<file path="src/rtl/kbd_pkg.sv">
// kbd_pkg: PS/2 set-2 scancode constants, parser state encoding and command targets
// shared by the keyboard command parser and its digit decoder.
package kbd_pkg;

   localparam logic [7:0] SC_D0    = 8'h45;
   localparam logic [7:0] SC_D1    = 8'h16;
   localparam logic [7:0] SC_D2    = 8'h1E;
   localparam logic [7:0] SC_D3    = 8'h26;
   localparam logic [7:0] SC_D4    = 8'h25;
   localparam logic [7:0] SC_D5    = 8'h2E;
   localparam logic [7:0] SC_D6    = 8'h36;
   localparam logic [7:0] SC_D7    = 8'h3D;
   localparam logic [7:0] SC_D8    = 8'h3E;
   localparam logic [7:0] SC_D9    = 8'h46;
   localparam logic [7:0] SC_T     = 8'h2C;
   localparam logic [7:0] SC_A     = 8'h1C;
   localparam logic [7:0] SC_P     = 8'h4D;
   localparam logic [7:0] SC_G     = 8'h34;
   localparam logic [7:0] SC_R     = 8'h2D;
   localparam logic [7:0] SC_ENTER = 8'h5A;
   localparam logic [7:0] SC_BREAK = 8'hF0;
   localparam logic [7:0] SC_EXT   = 8'hE0;

   typedef enum logic [2:0] {
      ST_IDLE,
      ST_CHAN,
      ST_DIGITS,
      ST_FLAGV,
      ST_WAIT_ENT,
      ST_ERR
   } state_t;

   typedef enum logic [1:0] {
      TGT_ALERTA,
      TGT_PELIGRO,
      TGT_GAS,
      TGT_RESET
   } tgt_t;

endpackage

</file>
<file path="src/rtl/scan_digit_dec.sv">
// scan_digit_dec: maps a PS/2 set-2 scancode to its decimal digit value and an
// is-digit indication; non-digit codes decode to value 0 with o_is_digit low.
module scan_digit_dec
   import kbd_pkg::*;
(
   input  logic [7:0] i_code,
   output logic [3:0] o_val,
   output logic       o_is_digit
);

   // NOTE: every output of a combinational block gets a default first so no path leaves it unassigned (no latch).
   always_comb begin
      o_val      = 4'd0;
      o_is_digit = 1'b1;
      case (i_code)
         SC_D0:   o_val = 4'd0;
         SC_D1:   o_val = 4'd1;
         SC_D2:   o_val = 4'd2;
         SC_D3:   o_val = 4'd3;
         SC_D4:   o_val = 4'd4;
         SC_D5:   o_val = 4'd5;
         SC_D6:   o_val = 4'd6;
         SC_D7:   o_val = 4'd7;
         SC_D8:   o_val = 4'd8;
         SC_D9:   o_val = 4'd9;
         default: o_is_digit = 1'b0;
      endcase
   end

endmodule

</file>
<file path="src/rtl/kbd_cmd_parser.sv">
// kbd_cmd_parser: parses PS/2 keyboard commands into temperature and status registers.
// Optional macro KBD_TIMEOUT_EN aborts a partial command after TIMEOUT_CYC idle cycles.
module kbd_cmd_parser
   import kbd_pkg::*;
#(
   parameter int NCH         = 2,
   parameter int NDIG        = 3,
   parameter int TIMEOUT_CYC = 50_000_000
) (
   input  logic             CLK,
   input  logic             RESET_N,
   input  logic             flag,
   input  logic [7:0]       DATO,
   output logic [NCH*8-1:0] STtemp,
   output logic             STPeligro,
   output logic             STAlerta,
   output logic             STGas,
   output logic             Greset,
   output logic             cmd_err,
   output logic             busy
);

   localparam logic [3:0] NCH_L  = 4'(NCH);
   localparam logic [1:0] NDIG_L = 2'(NDIG);

   state_t            r_state, w_state_nx;
   tgt_t              r_tgt, w_tgt_nx;
   logic [9:0]        r_acc, w_acc_nx;
   logic [1:0]        r_ndig, w_ndig_nx;
   logic [3:0]        r_chan, w_chan_nx;
   logic              r_fval, w_fval_nx;
   logic              r_flag_prev, r_brk;
   logic [NCH*8-1:0]  r_sttemp;
   logic              r_peligro, r_alerta, r_gas, r_greset, r_cmd_err;
   logic              w_new, w_parse, w_wr_temp, w_wr_flag, w_greset, w_err, w_tmo_hit;
   logic [3:0]        w_dval;
   logic              w_is_digit;
   logic [7:0]        w_sat;

   scan_digit_dec u_dec (
      .i_code     (DATO),
      .o_val      (w_dval),
      .o_is_digit (w_is_digit)
   );

   assign w_new   = flag & ~r_flag_prev;
   // The byte after a break code and any extended prefix never reach the parser.
   assign w_parse = w_new && !r_brk && (DATO != SC_BREAK) && (DATO != SC_EXT);
   assign w_sat   = (r_acc > 10'd255) ? 8'hFF : r_acc[7:0];

`ifdef KBD_TIMEOUT_EN
   localparam int TMO_W = $clog2(TIMEOUT_CYC + 1);
   logic [TMO_W-1:0] r_tmo;

   assign w_tmo_hit = (r_state != ST_IDLE) && (r_tmo == TMO_W'(TIMEOUT_CYC - 1));

   always_ff @(posedge CLK or negedge RESET_N) begin
      if (!RESET_N)                                r_tmo <= '0;
      else if (w_new || r_state == ST_IDLE || w_tmo_hit) r_tmo <= '0;
      else                                         r_tmo <= r_tmo + 1'b1;
   end
`else
   logic w_unused_tmo;
   assign w_unused_tmo = (TIMEOUT_CYC > 0);
   assign w_tmo_hit    = 1'b0;
`endif

   always_comb begin
      w_state_nx = r_state;
      w_tgt_nx   = r_tgt;
      w_acc_nx   = r_acc;
      w_ndig_nx  = r_ndig;
      w_chan_nx  = r_chan;
      w_fval_nx  = r_fval;
      w_wr_temp  = 1'b0;
      w_wr_flag  = 1'b0;
      w_greset   = 1'b0;
      w_err      = 1'b0;
      if (w_parse) begin
         unique case (r_state)
            ST_IDLE: begin
               w_acc_nx  = '0;
               w_ndig_nx = '0;
               case (DATO)
                  SC_T:     w_state_nx = ST_CHAN;
                  SC_A:     begin w_tgt_nx = TGT_ALERTA;  w_state_nx = ST_FLAGV;    end
                  SC_P:     begin w_tgt_nx = TGT_PELIGRO; w_state_nx = ST_FLAGV;    end
                  SC_G:     begin w_tgt_nx = TGT_GAS;     w_state_nx = ST_FLAGV;    end
                  SC_R:     begin w_tgt_nx = TGT_RESET;   w_state_nx = ST_WAIT_ENT; end
                  SC_ENTER: w_state_nx = ST_IDLE;
                  default:  w_state_nx = ST_ERR;
               endcase
            end
            ST_CHAN: begin
               if (w_is_digit && (w_dval != 4'd0) && (w_dval <= NCH_L)) begin
                  w_chan_nx  = w_dval - 4'd1;
                  w_state_nx = ST_DIGITS;
               end else begin
                  w_state_nx = ST_ERR;
               end
            end
            ST_DIGITS: begin
               if (w_is_digit) begin
                  if (r_ndig == NDIG_L) begin
                     w_state_nx = ST_ERR;
                  end else begin
                     w_acc_nx  = r_acc * 10'd10 + 10'(w_dval);
                     w_ndig_nx = r_ndig + 2'd1;
                  end
               end else if (DATO == SC_ENTER) begin
                  w_wr_temp  = (r_ndig != 2'd0);
                  w_err      = (r_ndig == 2'd0);
                  w_state_nx = ST_IDLE;
               end else begin
                  w_state_nx = ST_ERR;
               end
            end
            ST_FLAGV: begin
               if (DATO == SC_D0 || DATO == SC_D1) begin
                  w_fval_nx  = (DATO == SC_D1);
                  w_state_nx = ST_WAIT_ENT;
               end else begin
                  w_state_nx = ST_ERR;
               end
            end
            ST_WAIT_ENT: begin
               if (DATO == SC_ENTER) begin
                  w_greset   = (r_tgt == TGT_RESET);
                  w_wr_flag  = (r_tgt != TGT_RESET);
                  w_state_nx = ST_IDLE;
               end else begin
                  w_state_nx = ST_ERR;
               end
            end
            ST_ERR: begin
               if (DATO == SC_ENTER) begin
                  w_err      = 1'b1;
                  w_state_nx = ST_IDLE;
               end
            end
            default: w_state_nx = ST_IDLE;
         endcase
      end else if (w_tmo_hit && !w_new) begin
         w_err      = 1'b1;
         w_state_nx = ST_IDLE;
      end
   end

   // NOTE: clocked state uses non-blocking assignments so every register samples pre-edge values.
   always_ff @(posedge CLK or negedge RESET_N) begin
      if (!RESET_N) begin
         r_state     <= ST_IDLE;
         r_tgt       <= TGT_ALERTA;
         r_acc       <= '0;
         r_ndig      <= '0;
         r_chan      <= '0;
         r_fval      <= 1'b0;
         r_flag_prev <= 1'b0;
         r_brk       <= 1'b0;
         r_sttemp    <= '0;
         r_peligro   <= 1'b0;
         r_alerta    <= 1'b0;
         r_gas       <= 1'b0;
         r_greset    <= 1'b0;
         r_cmd_err   <= 1'b0;
      end else begin
         r_state     <= w_state_nx;
         r_tgt       <= w_tgt_nx;
         r_acc       <= w_acc_nx;
         r_ndig      <= w_ndig_nx;
         r_chan      <= w_chan_nx;
         r_fval      <= w_fval_nx;
         r_flag_prev <= flag;
         r_greset    <= w_greset;
         r_cmd_err   <= w_err;
         if (w_new) r_brk <= !r_brk && (DATO == SC_BREAK);
         if (w_wr_temp) begin
            for (int k = 0; k < NCH; k++) begin
               if (r_chan == 4'(k)) r_sttemp[k*8 +: 8] <= w_sat;
            end
         end
         if (w_wr_flag) begin
            unique case (r_tgt)
               TGT_ALERTA:  r_alerta  <= r_fval;
               TGT_PELIGRO: r_peligro <= r_fval;
               TGT_GAS:     r_gas     <= r_fval;
               default:     ;
            endcase
         end
      end
   end

   assign STtemp    = r_sttemp;
   assign STPeligro = r_peligro;
   assign STAlerta  = r_alerta;
   assign STGas     = r_gas;
   assign Greset    = r_greset;
   assign cmd_err   = r_cmd_err;
   assign busy      = (r_state != ST_IDLE);

endmodule

</file>
<file path="config.mk">
export PLATFORM = sky130hd
export DESIGN_NAME = kbd_cmd_parser
export DESIGN_NICKNAME = d
export VERILOG_FILES = /design/src/rtl/kbd_pkg.sv /design/src/rtl/scan_digit_dec.sv /design/src/rtl/kbd_cmd_parser.sv
export SDC_FILE = /design/constraint.sdc
export NUM_CORES = 1
export LEC_CHECK = 0
export ABC_CLOCK_PERIOD_IN_PS = 3180
export BUFFER_PORTS_ARGS = -buffer_cell sky130_fd_sc_hd__buf_2
export CAP_MARGIN = 10
export CELL_PAD_IN_SITES_DETAIL_PLACEMENT = 1
export CELL_PAD_IN_SITES_GLOBAL_PLACEMENT = 1
export CORE_ASPECT_RATIO = 0.8
export CORE_MARGIN = 2
export CORE_UTILIZATION = 48
export CTS_BUF_LIST = sky130_fd_sc_hd__clkbuf_8
export CTS_CLUSTER_SIZE = 12
export DETAILED_ROUTE_END_ITERATION = 6
export HOLD_SLACK_MARGIN = 0.12
export MAX_ROUTING_LAYER = met4
export PLACE_DENSITY = 0.93
export SLEW_MARGIN = 20
export SYNTH_ARGS = -nofsm -noshare
export SYNTH_HDL_FRONTEND = slang
export SYNTH_HIERARCHICAL = 1
export SYNTH_SLANG_ARGS = --single-unit
</file>
<file path="constraint.sdc">
create_clock -name CLK -period 3.18 [get_ports CLK]
set_input_delay 0 -clock CLK [delete_from_list [all_inputs] [get_ports CLK]]
set_output_delay 0 -clock CLK [all_outputs]
set_load 0.005 [all_outputs]
</file>
# After elaboration in Yosys (flattened, before gate mapping)
# Index checks and enable logic that the tools add are counted.
# word_totals
ff_bits	45
latchBits	0
mem_bits_rw	0
rom_bits	0
wordCells	119
n_memories	0
# classes
n_addsub	3
mul	1
n_div	0
n_lt_le_gt_ge	2
n_eq_ne	34
shifts	0
muxes	33
bitwise_logic	2
n_reduce_logical	29
# ops
operator	n
equality test 8 x 6 -> 1 bit, second input constant	9
one-hot mux 4 bit (9 select lines)	1
equality test 8 x 7 -> 1 bit, second input constant	4
equality test 8 x 5 -> 1 bit, second input constant	3
two-way mux 10 bit	2
one-hot mux 10 bit (2 select lines)	1
one-hot mux 3 bit (6 select lines)	1
two-way mux 1 bit	16
!= test 8 bit, second input constant	2
two-way mux 3 bit	5
one-hot mux 3 bit (4 select lines)	1
AND reduction 3 bit	4
adder 10 x 4 -> 10 bit	1
greater-than comparator 10 x 8 -> 1 bit, second input constant	1
multiplier 10 x 3 -> 9 bit, second input constant	1
AND reduction 2 bit	5
OR reduction 10 bit	1
equality test 8 bit, second input constant	1
two-way mux 8 bit	1
!= test 2 bit, second input constant	4
one-hot mux 2 bit (4 select lines)	1
nonzero test 4 bit	2
equality test 2 bit, second input constant	3
equality test 3 x 2 -> 1 bit, second input constant	2
23 further kinds	32

# Longest topological paths before layout
# Gate-level depths: netlist of the first run.
# depth
ltp_word	7
mapped_depth	13
mapped_depth_nobuf	12

# Hierarchy
# Netlist of the first run, hierarchy kept.
# modules_own_cells
module	n_inst	cells_per_inst	area_each_um2
kbd_cmd_parser	1	260	2781.4
scan_digit_dec	1	33	222.7

# Worst setup path after synthesis of the first run
# OpenSTA, ideal clock, no wires.
# synth_timing
path_kind	register to register
start	reg r_acc[1]
end	reg r_acc[9]
setup_time_ns	0.076
arrival_ns	2.403
required_time_ns	3.104
slack_ns	0.701
stages_incl_launch_ff	10
path_buffers	0
synth_period_minus_slack_ns	2.479
cell_sequence	dfrtp_1 -> ha_1 -> ha_1 -> fa_1 -> a21o_1 -> a21oi_1 -> xor2_1 -> nor3_1 -> xnor3_1 -> o21ai_1
# synth_between
elab_chain_len	5
# synth_lines
item	line_no	source
start: declaration	kbd_cmd_parser.sv:28	logic [9:0] r_acc, w_acc_nx;
start signal: assignment	kbd_cmd_parser.sv:169	r_acc <= w_acc_nx;
multiplier 10 x 3 -> 9 bit	kbd_cmd_parser.sv:107	w_acc_nx = r_acc * 10'd10 + 10'(w_dval);
adder 10 x 4 -> 10 bit	kbd_cmd_parser.sv:107	
two-way mux 10 bit	kbd_cmd_parser.sv:104	if (r_ndig == NDIG_L) begin
two-way mux 10 bit	kbd_cmd_parser.sv:103	if (w_is_digit) begin
one-hot mux 10 bit (2 select lines)	kbd_cmd_parser.sv:80	unique case (r_state)
# Every way passes these cells. The select of a mux whose other input is x is not followed.
# A chain may end at the register's enable or synchronous reset.

# Worst setup path after layout of the first run
# layout_timing
start	in DATO[2]
end	reg r_acc[9]
# layout_between
elab_chain_len	6
# layout_lines
item	line_no	source
start: declaration	kbd_cmd_parser.sv:13	input logic [7:0] DATO,
equality test 8 x 7 -> 1 bit (tied with other cells)	scan_digit_dec.sv:15	case (i_code)
one-hot mux 4 bit (9 select lines) *	scan_digit_dec.sv:15	
via w_dval[1]	kbd_cmd_parser.sv:36	logic [3:0] w_dval;
adder 10 x 4 -> 10 bit *	kbd_cmd_parser.sv:107	
two-way mux 10 bit *	kbd_cmd_parser.sv:104	
two-way mux 10 bit *	kbd_cmd_parser.sv:103	
one-hot mux 10 bit (2 select lines) *	kbd_cmd_parser.sv:80	
# The timed path passes the listed nets; every way through them passes the cells marked *. The select of a mux whose other input is x is not followed.

==> qor.csv, run 1 <==
metric;value;unit
synthSimpleGateAreaFrac;23.6;%
drive_gt1_share;21.6;%
worstSetupStartpointType;input pin;
r2r_setup_slack;0.41;ns
clkTransAtPathRegs;0.09;ns
numCtsBuffers;5;
reg2reg_from;r_acc[1];
die_w;92.5;um
fp.dieH;74.8;um
avgSynthCellArea;10.3;um2
synth-adder-area-share;8.83;%
grt_overflow;0;
start_util;50.3;%
hp-start;DATO[0];
ant_nets;0;
synth_edf_count;0;
wl_per_cell;18.6;um
drtIter0Drc;115;
fp-row-count;25;
drt_wl_total;7610;um
synth-xor-area-share;4.83;%
finalSetupViolations;0;
viasPerCell;5.83;
synth_mux_area_share;9.50;%
synth_cells;293;
rsz0062_at_grt;no;
multi_input_area;0.00175;mm2
io_buffers;32;
synth_top_family_by_area;simple AND/OR/NAND/NOR gates;
cts.path.max_buffers;2;
run_status;completed;
hp-class;input pin to flip-flop;
design_area;0.00336;mm2
finalHoldViolations;0;
arrival;3.16;ns
grt_pass1_vias;2459;
crit_type;input pin to flip-flop;
ios;33;
fmax;0.341;GHz
nets;359;
hold_path_depth;3;
grt_pass1_wl;12600;um
hpwl;5570;um
synth.distinct_cells;63;
postCtsSetupBuffers;0;
track_usage;24.3;%
tightest_slew;0.995;ns
drv_slew;0;
p_per_area;383;mW/mm2
syn_area;0.00300;mm2
die_area;0.00691;mm2
via_count;2386;
finalSetupTns;0;ns
cp_max_fo;8;
grt_max_degree;46;
cts_tree;yes;
synth_compound_area_share;11.2;%
leakagePower;1.69;nW
seq_area;0.00113;mm2
diodes;0;
layout_setup_ws;0.243;ns
yosysSeqAreaShare;37.5;%
htreeDepth;2;
n_fill_cell;663;
cp-end-kind;flip-flop;
synth_nets;324;
syn2layout_area_growth;11.8;%
antenna_found_initial;0;
yosysWarningCount;6;
crit_required;3.41;ns
ir_worst_vdd;200;uV
slew-limit-headroom;33.7;%
cts_sinks;45;
route.detailed.drc;0;
synth-main-ff-cell;dfrtp_1;
gp_congestion;0.822;
drv_cap;0;
cts_root_buf;clkbuf_8;
place_area;0.00318;mm2
preCtsSetupSlack;0.346;ns
core;0.00597;mm2
r2r_end;r_acc[9];
fin_crit;2.94;ns
synth-seq-cells;45;
r2r_cells;8;
finClkSkew;0.0108;ns
min_to;r_brk;
first_pass_iters;4;
clock_latency;0.30;ns
min_period_over_period;92.4;%
async_reset_ff_share;100;%
==> synthesized netlist by cell type (3+ instances only) <==
cell type | instances | area (um2)
dfrtp_1 | 45 | 1130
nand2_1 | 27 | 101
ha_1 | 18 | 225
nor2_1 | 17 | 63.8
inv_1 | 13 | 48.8
a21oi_1 | 11 | 55.1
mux2_2 | 9 | 101
o21ai_0 | 9 | 45.0
mux2_4 | 8 | 120
nor3_1 | 8 | 40.0
or3_1 | 8 | 50.1
xnor2_1 | 8 | 70.1
buf_6 | 6 | 67.6
nand2b_1 | 6 | 37.5
nor2b_1 | 6 | 37.5
xor2_1 | 6 | 52.6
a21o_1 | 5 | 37.5
nand3b_1 | 5 | 37.5
o31ai_1 | 5 | 37.5
nand3_1 | 4 | 20.0
o21ai_1 | 4 | 20.0
a31oi_1 | 3 | 18.8
mux2_1 | 3 | 33.8
mux2i_1 | 3 | 30.0
nor3b_1 | 3 | 22.5
o22ai_1 | 3 | 18.8
==> area by class of cell <==
cell class,instances,area share [%]
clock inverters,2,1.04
clock buffers,5,2.05
inverters,13,1.45
well taps,81,3.02
multi-input cells,224,52.1
repair buffers,39,6.78
flip-flops and latches,45,33.5
==> stage by stage <==
step	utilization, %	total power, mW	std cells	hold slack (ns)
after global placement	53.3	0.838	396	0.132
after detailed placement	53.3	0.854	396	0.136
after CTS	56.0	1.29	409	0.216
after floorplan	-	0.792	293	-0.296
final	56.2	1.29	409	0.213
after global routing	56.2	1.33	409	0.237
==> per-layer routing <==
metal | up-vias | GRT usage, % | share of wire [%]
li1 | 1120 | - | -
met4 | 0 | 9.45 | 1.9
met2 | 42 | 38.8 | 47
met5 | - | - | 0
met1 | 1209 | 31.2 | 47
met3 | 15 | 4.40 | 3.4
==> sequential cells by signal, indices dropped and copies added (netlist names) <==
register,count
STGas,1
r_brk,1
Greset,1
r_fval,1
cmd_err,1
STAlerta,1
r_flag_prev,1
r_ndig,2
r_chan,4
STPeligro,1
r_state,3
STtemp,16
r_tgt,2
r_acc,10
==> worst max-delay path, cell delays in order <==
cell           delay, ns
dlygate4sd3_1       0.53
buf_2               0.18
and2b_2             0.20
nand2_1             0.11
nor3_2              0.21
a41o_1              0.21
ha_1                0.20
inv_1               0.05
fa_1                0.38
nor2b_2             0.18
o2111ai_1           0.17
nor3_1              0.19
xnor3_1             0.42
o21ai_1             0.13
==> repair_timing <==
item,4_1_cts,5_1_grt
gates resized for setup,0,3
endpoints found under the hold margin,49,0
hold buffers,6,0
endpoints found under the setup margin,0,4
==> logic make-up (layout without fill, tap and decap cells) <==
logic type / Yosys count / in the layout
simple gates: 116 / 116
compound gates: 50 / 50
flops: 45 / 45
buf+inv: 24 / 59
mux: 23 / 23
fa+ha+maj: 20 / 20
xor+xnor: 15 / 15
==> cells in the final DEF, fill, tap and decap left out, types with 6 or more instances in the layout <==
master	Yosys	final
nor2_1	17	16
inv_1	13	13
nand2b_1	6	6
dlygate4sd3_1	0	6
nor3_1	8	7
ha_1	18	18
or3_1	8	8
buf_2	2	32
o21ai_0	9	8
nand2_1	27	27
xnor2_1	8	8
mux2_2	9	9
dfrtp_1	45	45
mux2_4	8	8
xor2_1	6	6
a21oi_1	11	11
==> how the worst max path moves through the flow <==
stage,to,cells after the start,start
final,r_acc[9],14,DATO[2]
after detailed placement,r_acc[9],13,DATO[3]
after CTS,r_acc[9],14,DATO[5]
after global routing,r_chan[0],12,DATO[5]
after floorplan,r_acc[9],9,r_acc[1]
after global placement,r_acc[9],13,DATO[3]
==> where the power goes <==
part | internal [mW] | total (mW) | switching [mW]
combinational | 0.0854 | 0.209 | 0.123
clock | 0.229 | 0.427 | 0.199
sequential | 0.590 | 0.652 | 0.0619
Note: power is estimated with default switching activity, not from simulation.
==> inputs of run 2 (changes only) <==
Settings changed: ABC_CLOCK_PERIOD_IN_PS 3180 to 2520, CORE_UTILIZATION 48 to 43, PLACE_DENSITY 0.93 to 0.88.
Clock period 3.18 ns to 2.52 ns, I/O delays scaled along.
==> qor.csv, run 2 (synthesis results as in run 1) <==
metric;value;unit;change
cts_sinks;45;;unchanged
arrival;2.71;ns;was 3.16 ns
nets;386;;was 359
wl_per_cell;18.6;um;about the same
drv_slew;0;;unchanged
drt_wl_total;8260;um;was 7610 um
slew-limit-headroom;60.5;%;was 33.7%
core;0.00682;mm2;was 0.00597 mm2
fmax;0.397;GHz;
final_cell_mix;44 x dfrtp_1, 31 x buf_2, 31 x buf_4, 27 x nand2_1, 16 x nor2_1;;was 45 x dfrtp_1, 32 x buf_2, 27 x nand2_1, 18 x ha_1, 16 x nor2_1
path_cells;buf_4 -> ha_1 -> ha_1 -> a21o_1 -> a21oi_2 -> xor2_2 -> buf_4 -> xnor2_1 -> o31ai_1;;was dlygate4sd3_1 -> buf_2 -> and2b_2 -> nand2_1 -> nor3_2 -> a41o_1 -> ha_1 -> inv_1 -> fa_1 -> nor2b_2 -> o2111ai_1 -> nor3_1 -> xnor3_1 -> o21ai_1
gp_congestion;0.884;;was 0.822
fp.dieH;78.8;um;was 74.8 um
viasPerCell;5.61;;was 5.83
hpwl;6200;um;was 5570 um
clkTransAtPathRegs;0.09;ns;about the same
die_area;0.00768;mm2;was 0.00691 mm2
leakagePower;1.83;nW;was 1.69 nW
run_status;finished with violations;;was completed
via_count;2485;;was 2386
htreeDepth;2;;unchanged
grt_pass1_vias;2672;;was 2459
finalSetupTns;-0.00181;ns;was 0 ns
start_util;44.0;%;was 50.3%
p_per_area;474;mW/mm2;was 383 mW/mm2
track_usage;22.8;%;was 24.3%
first_pass_iters;4;;unchanged
ios;33;;unchanged
fp-row-count;27;;was 25
io_buffers;32;;unchanged
ir_worst_vdd;214;uV;was 200 uV
cts_root_buf;clkbuf_8;;unchanged
die_w;97.5;um;was 92.5 um
finClkSkew;0.00412;ns;was 0.0108 ns
slowest_delay;0.44;ns;was 0.53 ns
violations;negative setup slack;;
grt_max_degree;46;;unchanged
seq_area;0.00113;mm2;about the same
antenna_found_initial;0;;unchanged
crit_required;2.71;ns;was 3.41 ns
hp-class;input pin to flip-flop;;unchanged
layout_setup_ws;-0.00181;ns;was 0.243 ns
largest_register_ffs;16;;unchanged
preCtsSetupSlack;-0.207;ns;was 0.346 ns
multi_input_area;0.00180;mm2;was 0.00175 mm2
final_common_cell;dfrtp_1;;unchanged
min_period_over_period;100;%;
worstSetupStartpointType;flip-flop;;was input pin
n_fill_cell;772;;was 663
drive_gt1_share;30.9;%;was 21.6%
cts_tree;yes;;unchanged
grt_pass1_wl;13600;um;was 12600 um
route.detailed.drc;0;;unchanged
cp_max_fo;3;;was 8
finalHoldViolations;0;;unchanged
slowest_stage;dfrtp_1;;was dlygate4sd3_1
diodes;0;;unchanged
fin_total_pwr;1.73;mW;was 1.29 mW
ant_nets;0;;unchanged
crit_type;flip-flop to flip-flop;;was input pin to flip-flop
grt_overflow;0;;unchanged
cts.path.max_buffers;2;;unchanged
fin_crit;2.52;ns;
drv_cap;0;;unchanged
clock_latency;0.31;ns;was 0.30 ns
syn2layout_area_growth;21.3;%;was 11.8%
postCtsSetupBuffers;0;;unchanged
finalSetupViolations;1;;was 0
drtIter0Drc;109;;was 115
tightest_slew;0.588;ns;was 0.995 ns
numCtsBuffers;5;;unchanged
cp-end-kind;flip-flop;;unchanged
## run 2: cell types whose count changed in the layout (fill, tap and decap cells not counted), moves of 2 or more
cell           before  now
xor2_1              6    4
xor2_2              0    2
ha_1               18   15
a21oi_1            11    9
ha_4                0    2
buf_4               1   31
a21oi_2             0    2
dlygate4sd3_1       6    3
## run 2: critical path: cells and delay by family (launching register included)
family | cells | cell delay, ns
AO/OA/AOI/OAI | 3 | 0.71
buffers and inverters | 2 | 0.31
flip-flops | 1 | 0.44
adder cells (fa/ha/maj) | 2 | 0.68
XOR/XNOR | 2 | 0.26
## run 2: power by group
part	switching (mW)	total [mW]	internal, mW
Sequential	0.0176	0.763	0.745
Combinational	0.223	0.368	0.145
Clock	0.273	0.596	0.323
Total	0.514	1.73	1.21
## run 2: final cells by class
| class | count | area share (%) |
|---|---|---|
| Multi-Input combinational cell | 224 | 49.4 |
| Sequential cell | 45 | 30.9 |
| Timing Repair Buffer | 66 | 12.0 |
| Tap cell | 87 | 2.99 |
| Clock buffer | 6 | 2.27 |
| Inverter | 13 | 1.34 |
| Clock inverter | 2 | 1.03 |
## run 2: per-layer routing
metal	up-vias	GRT usage [%]	routed length, um
met2	45	38.7	4050
met4	0	6.81	91
met3	7	2.73	220
li1	1180	-	-
met1	1253	29.3	3890
met5	-	-	0
## run 2: through the flow
step,cell area (um2),utilization [%],hold WS [ns],std cells
final,3640,53.4,0.150,443
after global routing,3640,53.4,0.184,443
after CTS,3590,52.7,0.139,443
after detailed placement,3430,50.3,0.136,432
after global placement,3430,50.3,0.130,432
after floorplan,3000,-,-0.296,293
## run 2: path summary, 6_finish.rpt
check / cells past startpoint / from / endpoint / slack [ns]
setup / recovery: 9 / r_acc[3] / r_acc[8] / -0.002
hold / removal: 4 / DATO[1] / r_tgt[1] / 0.15
setup reg to reg: 9 / r_acc[3] / r_acc[8] / -0.002
hold reg to reg: 1 / STAlerta / STAlerta / 0.50
max in group asynchronous: 2 / RESET_N / r_acc[2] / 1.86
min in group asynchronous: 2 / RESET_N / r_fval / 0.23
## run 2: repair_timing
item	CTS	global route
hold buffers	3	0
hold endpoints to repair	48	0
setup endpoints to repair	1	2
gates resized for setup	3	9
pin swaps	1	5
